File: src/rtl/bus_pkt_dispatch_if.sv
// Beat stream interface between the bus input FIFO, the dispatcher and the decoder lanes.
// The slave modport is the dispatcher's view; the master modport is the bus/lane side.
interface bus_pkt_dispatch_if #(
  parameter int BUS    = 534,
  parameter int NUM_CH = 16
);
  logic [BUS-1:0]    bus_data;
  logic              bus_en;
  logic              bus_ready;
  logic [BUS-1:0]    ch_data;
  logic [NUM_CH-1:0] ch_en;
  logic [NUM_CH-1:0] ch_ready;

  modport slave (
    input  bus_data, bus_en, ch_ready,
    output bus_ready, ch_data, ch_en
  );

  modport master (
    output bus_data, bus_en, ch_ready,
    input  bus_ready, ch_data, ch_en
  );
endinterface

File: src/rtl/bus_pkt_dispatch.sv
// Packet-atomic round-robin demux of bus beats onto NUM_CH decoder lanes.
// Define DISPATCH_SKIP_BUSY_EN to let an idle dispatcher skip lanes that are not ready.
//
// state | meaning
// IDLE  | no lane locked; lane register holds the candidate for the next packet
// BUSY  | packet in flight; lane register holds the locked lane, cnt counts accepted beats
module bus_pkt_dispatch #(
  parameter int BUS           = 534,
  parameter int NUM_CH        = 16,
  parameter int CH_W          = 4,
  parameter int BEATS_PER_PKT = 25,
  parameter int CNT_W         = 9
) (
  input  logic            clk_bus,
  input  logic            rst,
  bus_pkt_dispatch_if.slave io,
  output logic [CH_W-1:0] cur_ch,
  output logic            pkt_done,
  output logic            ovf_err
);

  typedef enum logic {IDLE, BUSY} state_t;

  localparam logic [CH_W-1:0]  LAST_LANE = CH_W'(NUM_CH - 1);
  localparam logic [CNT_W-1:0] CNT_LAST  = CNT_W'(BEATS_PER_PKT - 1);

  state_t            state, state_n;
  logic [CH_W-1:0]   lane, lane_n;
  logic [CH_W-1:0]   last_ch, last_n;
  logic [CH_W-1:0]   cand_hold, cand_wrap;
  logic [CNT_W-1:0]  cnt, cnt_n;
  logic              acc, last_beat;
  logic              bus_ready_n, pkt_done_n;
  logic [NUM_CH-1:0] ch_en_n;

  function automatic logic [CH_W-1:0] nxt(input logic [CH_W-1:0] x);
    return (x == LAST_LANE) ? '0 : x + CH_W'(1);
  endfunction

`ifdef DISPATCH_SKIP_BUSY_EN
  // First ready lane after x, cyclically; falls back to x+1 when none is ready.
  function automatic logic [CH_W-1:0] pick(input logic [CH_W-1:0] x,
                                           input logic [NUM_CH-1:0] rdy);
    logic [CH_W-1:0] c;
    logic [CH_W-1:0] r;
    logic            found;
    c     = nxt(x);
    r     = c;
    found = 1'b0;
    for (int i = 0; i < NUM_CH; i++) begin
      if (!found && rdy[c]) begin
        found = 1'b1;
        r     = c;
      end
      c = nxt(c);
    end
    return r;
  endfunction

  always_comb begin
    cand_hold = pick(last_ch, io.ch_ready);
    cand_wrap = pick(lane, io.ch_ready);
  end
`else
  always_comb begin
    cand_hold = nxt(last_ch);
    cand_wrap = nxt(lane);
  end
`endif

  assign acc       = io.bus_en && io.bus_ready;
  assign last_beat = (state == BUSY) && (cnt == CNT_LAST);
  assign cur_ch    = lane;

  always_ff @(posedge clk_bus or posedge rst) begin
    if (rst) begin
      state   <= IDLE;
      cnt     <= '0;
      lane    <= '0;
      last_ch <= LAST_LANE;
    end else begin
      state   <= state_n;
      cnt     <= cnt_n;
      lane    <= lane_n;
      last_ch <= last_n;
    end
  end

  // The beat that completes a packet hands the lane register straight to the next candidate,
  // so the following packet can start on the very next cycle.
  always_comb begin
    state_n = state;
    cnt_n   = cnt;
    lane_n  = lane;
    last_n  = last_ch;
    case (state)
      IDLE: begin
        if (acc) begin
          state_n = BUSY;
          cnt_n   = CNT_W'(1);
        end else begin
          lane_n = cand_hold;
        end
      end
      BUSY: begin
        if (acc) begin
          if (last_beat) begin
            state_n = IDLE;
            cnt_n   = '0;
            last_n  = lane;
            lane_n  = cand_wrap;
          end else begin
            cnt_n = cnt + CNT_W'(1);
          end
        end
      end
      default: state_n = IDLE;
    endcase
  end

  always_comb begin
    bus_ready_n = io.ch_ready[lane_n];
    ch_en_n     = acc ? (NUM_CH'(1) << lane) : '0;
    pkt_done_n  = acc && last_beat;
  end

  always_ff @(posedge clk_bus or posedge rst) begin
    if (rst) begin
      io.bus_ready <= 1'b0;
      io.ch_en     <= '0;
      io.ch_data   <= '0;
      pkt_done     <= 1'b0;
      ovf_err      <= 1'b0;
    end else begin
      io.bus_ready <= bus_ready_n;
      io.ch_en     <= ch_en_n;
      pkt_done     <= pkt_done_n;
      ovf_err      <= ovf_err | (io.bus_en & ~io.bus_ready);
      if (acc) io.ch_data <= io.bus_data;
    end
  end

endmodule

File: src/flat_wrapper.sv
// flat-port wrapper written by rule: the top's interface ports become plain ports
module bus_pkt_dispatch_flat 
#(
  parameter int BUS           = 534,
  parameter int NUM_CH        = 16,
  parameter int CH_W          = 4,
  parameter int BEATS_PER_PKT = 25,
  parameter int CNT_W         = 9
)
  (clk_bus, rst, cur_ch, pkt_done, ovf_err, io_bus_data, io_bus_en, io_ch_ready, io_bus_ready, io_ch_data, io_ch_en);
  bus_pkt_dispatch_if #(.BUS(BUS), .NUM_CH(NUM_CH)) io_i ();
  input  logic clk_bus;
  input  logic rst;
  output logic [CH_W-1:0] cur_ch;
  output logic pkt_done;
  output logic ovf_err;
  input wire logic [$bits(io_i.bus_data)-1:0] io_bus_data;
  input wire logic [$bits(io_i.bus_en)-1:0] io_bus_en;
  input wire logic [$bits(io_i.ch_ready)-1:0] io_ch_ready;
  output wire logic [$bits(io_i.bus_ready)-1:0] io_bus_ready;
  output wire logic [$bits(io_i.ch_data)-1:0] io_ch_data;
  output wire logic [$bits(io_i.ch_en)-1:0] io_ch_en;
  assign io_i.bus_data = io_bus_data;
  assign io_i.bus_en = io_bus_en;
  assign io_i.ch_ready = io_ch_ready;
  assign io_bus_ready = io_i.bus_ready;
  assign io_ch_data = io_i.ch_data;
  assign io_ch_en = io_i.ch_en;
  bus_pkt_dispatch #(.BUS(BUS), .NUM_CH(NUM_CH), .CH_W(CH_W), .BEATS_PER_PKT(BEATS_PER_PKT), .CNT_W(CNT_W)) u_core (.clk_bus(clk_bus), .rst(rst), .io(io_i), .cur_ch(cur_ch), .pkt_done(pkt_done), .ovf_err(ovf_err));
endmodule
File: config.mk
export PLATFORM = sky130hd
export DESIGN_NAME = bus_pkt_dispatch_flat
export DESIGN_NICKNAME = d
export VERILOG_FILES = /design/src/rtl/bus_pkt_dispatch_if.sv /design/src/rtl/bus_pkt_dispatch.sv /design/src/flat_wrapper.sv
export SDC_FILE = /design/constraint.sdc
export NUM_CORES = 1
export LEC_CHECK = 0
export BUFFER_PORTS_ARGS = -buffer_cell sky130_fd_sc_hd__buf_2
export CAP_MARGIN = 20
export CELL_PAD_IN_SITES_DETAIL_PLACEMENT = 1
export CELL_PAD_IN_SITES_GLOBAL_PLACEMENT = 2
export CORE_AREA = 2 2 436 438
export DETAILED_ROUTE_END_ITERATION = 10
export DIE_AREA = 0 0 438 440
export PLACE_DENSITY_LB_ADDON = 0.1
export SLEW_MARGIN = 20
export SYNTH_ARGS = -nofsm -noshare
export SYNTH_HDL_FRONTEND = slang
export SYNTH_SLANG_ARGS = --single-unit
File: constraint.sdc
create_clock -name clk_bus -period 22.8 [get_ports clk_bus]
set_clock_uncertainty 0.2 [all_clocks]
set_input_delay 4.56 -clock clk_bus [delete_from_list [all_inputs] [get_ports clk_bus]]
set_output_delay 4.56 -clock clk_bus [all_outputs]
set_load 0.02 [all_outputs]
Yosys cells after proc, flatten, opt, wreduce, memory -nomap -nowiden:

Cells that the tools add are included.

* $lt $le $gt $ge: 1
* $mul: 0
* bitwise operators: 4
* add/subtract/negate cells: 3
* shift operators: 1
* reduce and logical (&&, ||, !) cells: 5
* divide/modulo/power cells: 0
* multiplexer cells: 17
* equality and inequality tests: 5

Operators with widths (count)
* 2-to-1 mux 9 bit: 3
* 2-to-1 mux 4 bit: 5
* case mux 9 bit (2 select lines): 1
* 2-to-1 mux 16 bit: 1
* << shifter 1 x 4 -> 16 bit, first input constant: 1
* adder 9 x 1 -> 9 bit, second input constant: 1
* equality test 9 x 5 -> 1 bit, second input constant: 1
* adder 4 x 1 -> 4 bit, second input constant: 2
* equality test 4 bit, second input constant: 2
* case mux 4 bit (2 select lines): 1
* < comparator 4 x 5 -> 1 bit, second input constant: 1
* binary-select mux 1 bit (select 4 bit): 1
* 2-to-1 mux 1 bit: 4
* logical AND 1 bit: 3
* AND reduction 3 bit: 1
* inequality test 2 x 1 -> 1 bit, second input constant: 1
* inequality test 2 bit, second input constant: 1
* NOT 1 bit: 2
* case mux 1 bit (2 select lines): 1
* AND reduction 2 bit: 1
* bitwise AND 1 bit: 1
* bitwise OR 1 bit: 1

* bits of input ports: 553
* output and inout port bits: 557
* memories kept: 0
* memory bits (writable): 0
* latch bits: 0
* ROM bits: 0
* bits in registers: 571

Depth between registers and ports, before layout:

* word-level depth: 7
* mapped depth: 9

Worst setup path after synthesis:

Ideal clock, no wire load.

* kind: input to register
* from: in io_bus_en
* to: reg u_core.io.bus_ready
* arrival: 6.211 ns
* library setup time: 0.139 ns
* path slack: 16.251 ns
* stages on the path: 7
* required time: 22.461 ns
* cell sequence: and2_1 nor4_1 a211o_1 buf_4 mux2i_1 a2111oi_0 or4_1

* cells in the longest elaborated chain, start to end: 5

RTL lines
* start: declaration: RTL line flat_wrapper.sv:18 `input wire logic [$bits(io_i.bus_en)-1:0] io_bus_en;`
* logical AND 1 bit (*): RTL line bus_pkt_dispatch.sv:71 `assign acc = io.bus_en && io.bus_ready;`
* 2-to-1 mux 4 bit, on equally long branches: RTL line bus_pkt_dispatch.sv:106, bus_pkt_dispatch.sv:98
* case mux 4 bit (2 select lines) (*): RTL line bus_pkt_dispatch.sv:96 `case (state)`
* via u_core.lane_n[0]: RTL line bus_pkt_dispatch.sv:28 `logic [CH_W-1:0] lane, lane_n;`
* binary-select mux 1 bit (select 4 bit) (*): RTL line bus_pkt_dispatch.sv:122 `bus_ready_n = io.ch_ready[lane_n];`
* 2-to-1 mux 1 bit (implied by the code) (*): RTL line bus_pkt_dispatch.sv:122
* via u_core.bus_ready_n: RTL line bus_pkt_dispatch.sv:33 `logic bus_ready_n, pkt_done_n;`
* end signal: assignment: RTL line bus_pkt_dispatch.sv:135 `io.bus_ready <= bus_ready_n;`
* end: declaration: RTL line bus_pkt_dispatch_if.sv:16 `output bus_ready, ch_data, ch_en`

The timed path passes the listed nets; every way through them passes the cells marked *. The select of a mux whose other input is x is not followed.
A chain may end at the register's enable or synchronous reset.

Worst setup path in the final report:

* from: in io_bus_en
* to: reg u_core.io.ch_data[389]

* cells in the longest elaborated chain, start to end: 1

RTL lines
* logical AND 1 bit: RTL line bus_pkt_dispatch.sv:71
* end signal: assignment: RTL line bus_pkt_dispatch.sv:139 `if (acc) io.ch_data <= io.bus_data;`
* end: declaration: RTL line bus_pkt_dispatch_if.sv:16

Every way passes these cells.

==> flow_metrics.tcl <==
set metrics [dict create \
    setup.worst_path.start_class "primary input" \
    critPathMostFrequentCell "buf_4" \
    antenna_found_initial 107 \
    grt_overflow 0 \
    period_share 0.330 \
    p_per_area_mw_per_mm2 156 \
    core_region_area_mm2 0.189 \
    fp.dieH_um 440 \
    setup_viol 0 \
    min_path_cells 1 \
    area_delta_synth_final_pct 51.6 \
    clk_path_buf_depth 3 \
    first_pass_iters 4 \
    clkTransAtPathRegs_ps 60 \
    h-tree-depth 3 \
    synth.avg_cell_area_um2 8.94 \
    max_stage_delay_ps 780 \
    row_count 160 \
    die_w_um 438 \
    p_leak_nw 18.2 \
    synth-warning-count 0 \
    slew_headroom 0.326 \
    ff2ff_path_depth 6 \
    clk_latency_ps 700 \
    max_freq_ghz 0.133 \
    layout-drive-gt1-share 0.352 \
    cts.repair.resized 0 \
    gp_congestion 0.753 \
    netlist_area_mm2 0.0217 \
    postRouteAntennaNets 0 \
    tns_ps 0 \
    status "complete, no violations" \
    synth.net_count 2993 \
    syn_inst 2431 \
    synth_ff_type "dfrtp_1" \
    cts_buffers 86 \
    synth_seq_cells 571 \
    cts.sinks 571 \
    num_vias 20505 \
    slew_violations 0 \
    worst_ep_required_time_ps 23230 \
    die-area_mm2 0.193 \
    crit_chain "buf_2, and2_4, buf_4, buf_4, buf_4, nand2_1, nand2_1" \
    slowest_stage "buf_4" \
    path_class "in -> reg" \
    ioPinCount 1110 \
    grt_pass1_wl_um 174000 \
    cts_hold_buf 0 \
    routed_wirelength_um 126000 \
    min_period_ps 7510 \
    totalPowerFinal_mw 5.14 \
    tightest_slew_ps 1010 \
    synthArstFlopShare 1.00 \
    ys_seq_area_frac 0.658 \
    cts_tree "done" \
    vdd_ir_drop_max_uv 52.4 \
    finalNetCount 4088 \
    port_buffers 1109 \
    avgViaCountPerCell 3.34 \
    netlist.area_leader.share 0.653 \
    fillCellCount 22465 \
    cp_max_fo 70 \
    r2r_setup_slack_ps 18780 \
    hpwl_um 93800 \
    start_util 0.115 \
    critPathLaunch "io_bus_en" \
    drt_iter0_drc 753 \
    worst_setup_path_end_kind "register" \
    worstReg2RegStart "u_core.io.bus_ready$_DFF_PP0_" \
    drc 0 \
    rsz0062_at_grt "no" \
    track_usage 0.126 \
    synth.area.top_cells "dfrtp_1 65%, nand2_1 28%, clkbuf_1 2.1%" \
    yosys.cell_types.count 47 \
    grt_max_degree 168 \
    clock-root-buffer "clkbuf_16" \
    yosysTopAreaCell "dfrtp_1" \
    hold_viol 0 \
    crit_arrival_ps 7950 \
    post_drt_wl_per_cell_um 20.5 \
    timing.rr.end "u_core.io.ch_data[389]$_DFFE_PP0P_" \
    endpoint "u_core.io.ch_data[389]$_DFFE_PP0P_" \
    maxCapViolCount 0 \
    cts_setup_buffers 0 \
    synth_edf_count 0 \
    grt_pass1_vias 22066 \
    hp-class "reg -> reg" \
]
## where the power goes
group | total [mW] | switching (mW) | internal, mW
sequential | 1.73 | 0.252 | 1.48
combinational | 2.09 | 1.51 | 0.579
clock | 1.32 | 0.552 | 0.769
## area by class of cell
cell class,count,area [um2],share of cell area
inverter,14,61.3,0.00186
sequential,571,14300,0.434
tap,2511,3140,0.0954
antenna,29,72.6,0.00220
timing repair buffer,1130,5750,0.175
clock inverter,15,169,0.00513
clock buffer,139,2530,0.0769
multi-input combinational,1723,6910,0.210
## worst max-delay path: cells and delay by family
family	cells	cell delay, ps
and+or+nand+nor	3	800
buffers and inverters	4	2390
## layer usage
metal	GRT usage	routed length (um)	share of wire
met5	0	402	0.0032
met4	0.0427	4020	0.032
met3	0.0595	11800	0.094
met2	0.223	63600	0.51
met1	0.131	45900	0.36
## worst min-delay path by stage
stage / slack [ps] / endpoint / start
3_3_place_gp: 250 / u_core.ovf_err$_DFF_PP0_ / u_core.ovf_err$_DFF_PP0_
4_1_cts: 260 / u_core.ovf_err$_DFF_PP0_ / u_core.ovf_err$_DFF_PP0_
3_5_place_dp: 240 / u_core.ovf_err$_DFF_PP0_ / u_core.ovf_err$_DFF_PP0_
2_1_floorplan: 280 / u_core.last_ch[1]$_DFFE_PP1P_ / u_core.last_ch[1]$_DFFE_PP1P_
6_report: 250 / u_core.ovf_err$_DFF_PP0_ / u_core.ovf_err$_DFF_PP0_
5_1_grt: 280 / u_core.ovf_err$_DFF_PP0_ / u_core.ovf_err$_DFF_PP0_
## cells by family after synthesis
group / synth area share
flip-flops: 0.658
adder cells (fa/ha/maj): 0.00518
AO/OA/AOI/OAI: 0.0133
XOR/XNOR: 0.00242
AND/OR/NAND/NOR: 0.293
buffers and inverters: 0.0244
multiplexers: 0.00334
## cell usage after synthesis, types with 2 or more instances
cell          n
a2111oi_0     7
a211oi_1      5
a21o_1        3
a21oi_1       5
a31oi_1       5
and2_1        5
and3_1       16
clkbuf_1    119
dfrtp_1     567
dfstp_2       4
ha_1          9
inv_1        13
mux2_2        2
mux2i_1       5
nand2_1    1612
nand4_1       5
nor2_1        9
o21ai_0       6
or3_1         2
xor2_1        5
## through the flow
stage	cells	area, um2	hold WS (ps)	setup slack [ps]	util
finish	6132	32900	251	15290	0.175
detailed placement	5949	30200	243	14370	0.160
floorplan	2431	21700	277	2070	-
global route	6117	32900	280	14980	0.174
CTS	6103	32900	258	15170	0.174
global placement	5949	30200	248	14420	0.160
## placed cells by master, fill, tap and decap left out, types with 12 or more instances in the layout
cell type and instances:
nand2_1 1612, buf_2 1109, dfrtp_1 567, clkbuf_16 86
clkbuf_1 35, diode_2 29, clkbuf_8 18, buf_4 18
and3_1 16, inv_1 12
## state kept, by name, summed over array words and instances (netlist names)
register	cells
u_core.cnt	9
u_core.cur_ch	4
u_core.io.bus_ready	1
u_core.io.ch_data	534
u_core.io.ch_en	16
u_core.last_ch	4
u_core.ovf_err	1
u_core.pkt_done	1
u_core.state	1
No activity file was read; power rests on OpenSTA's default activity.
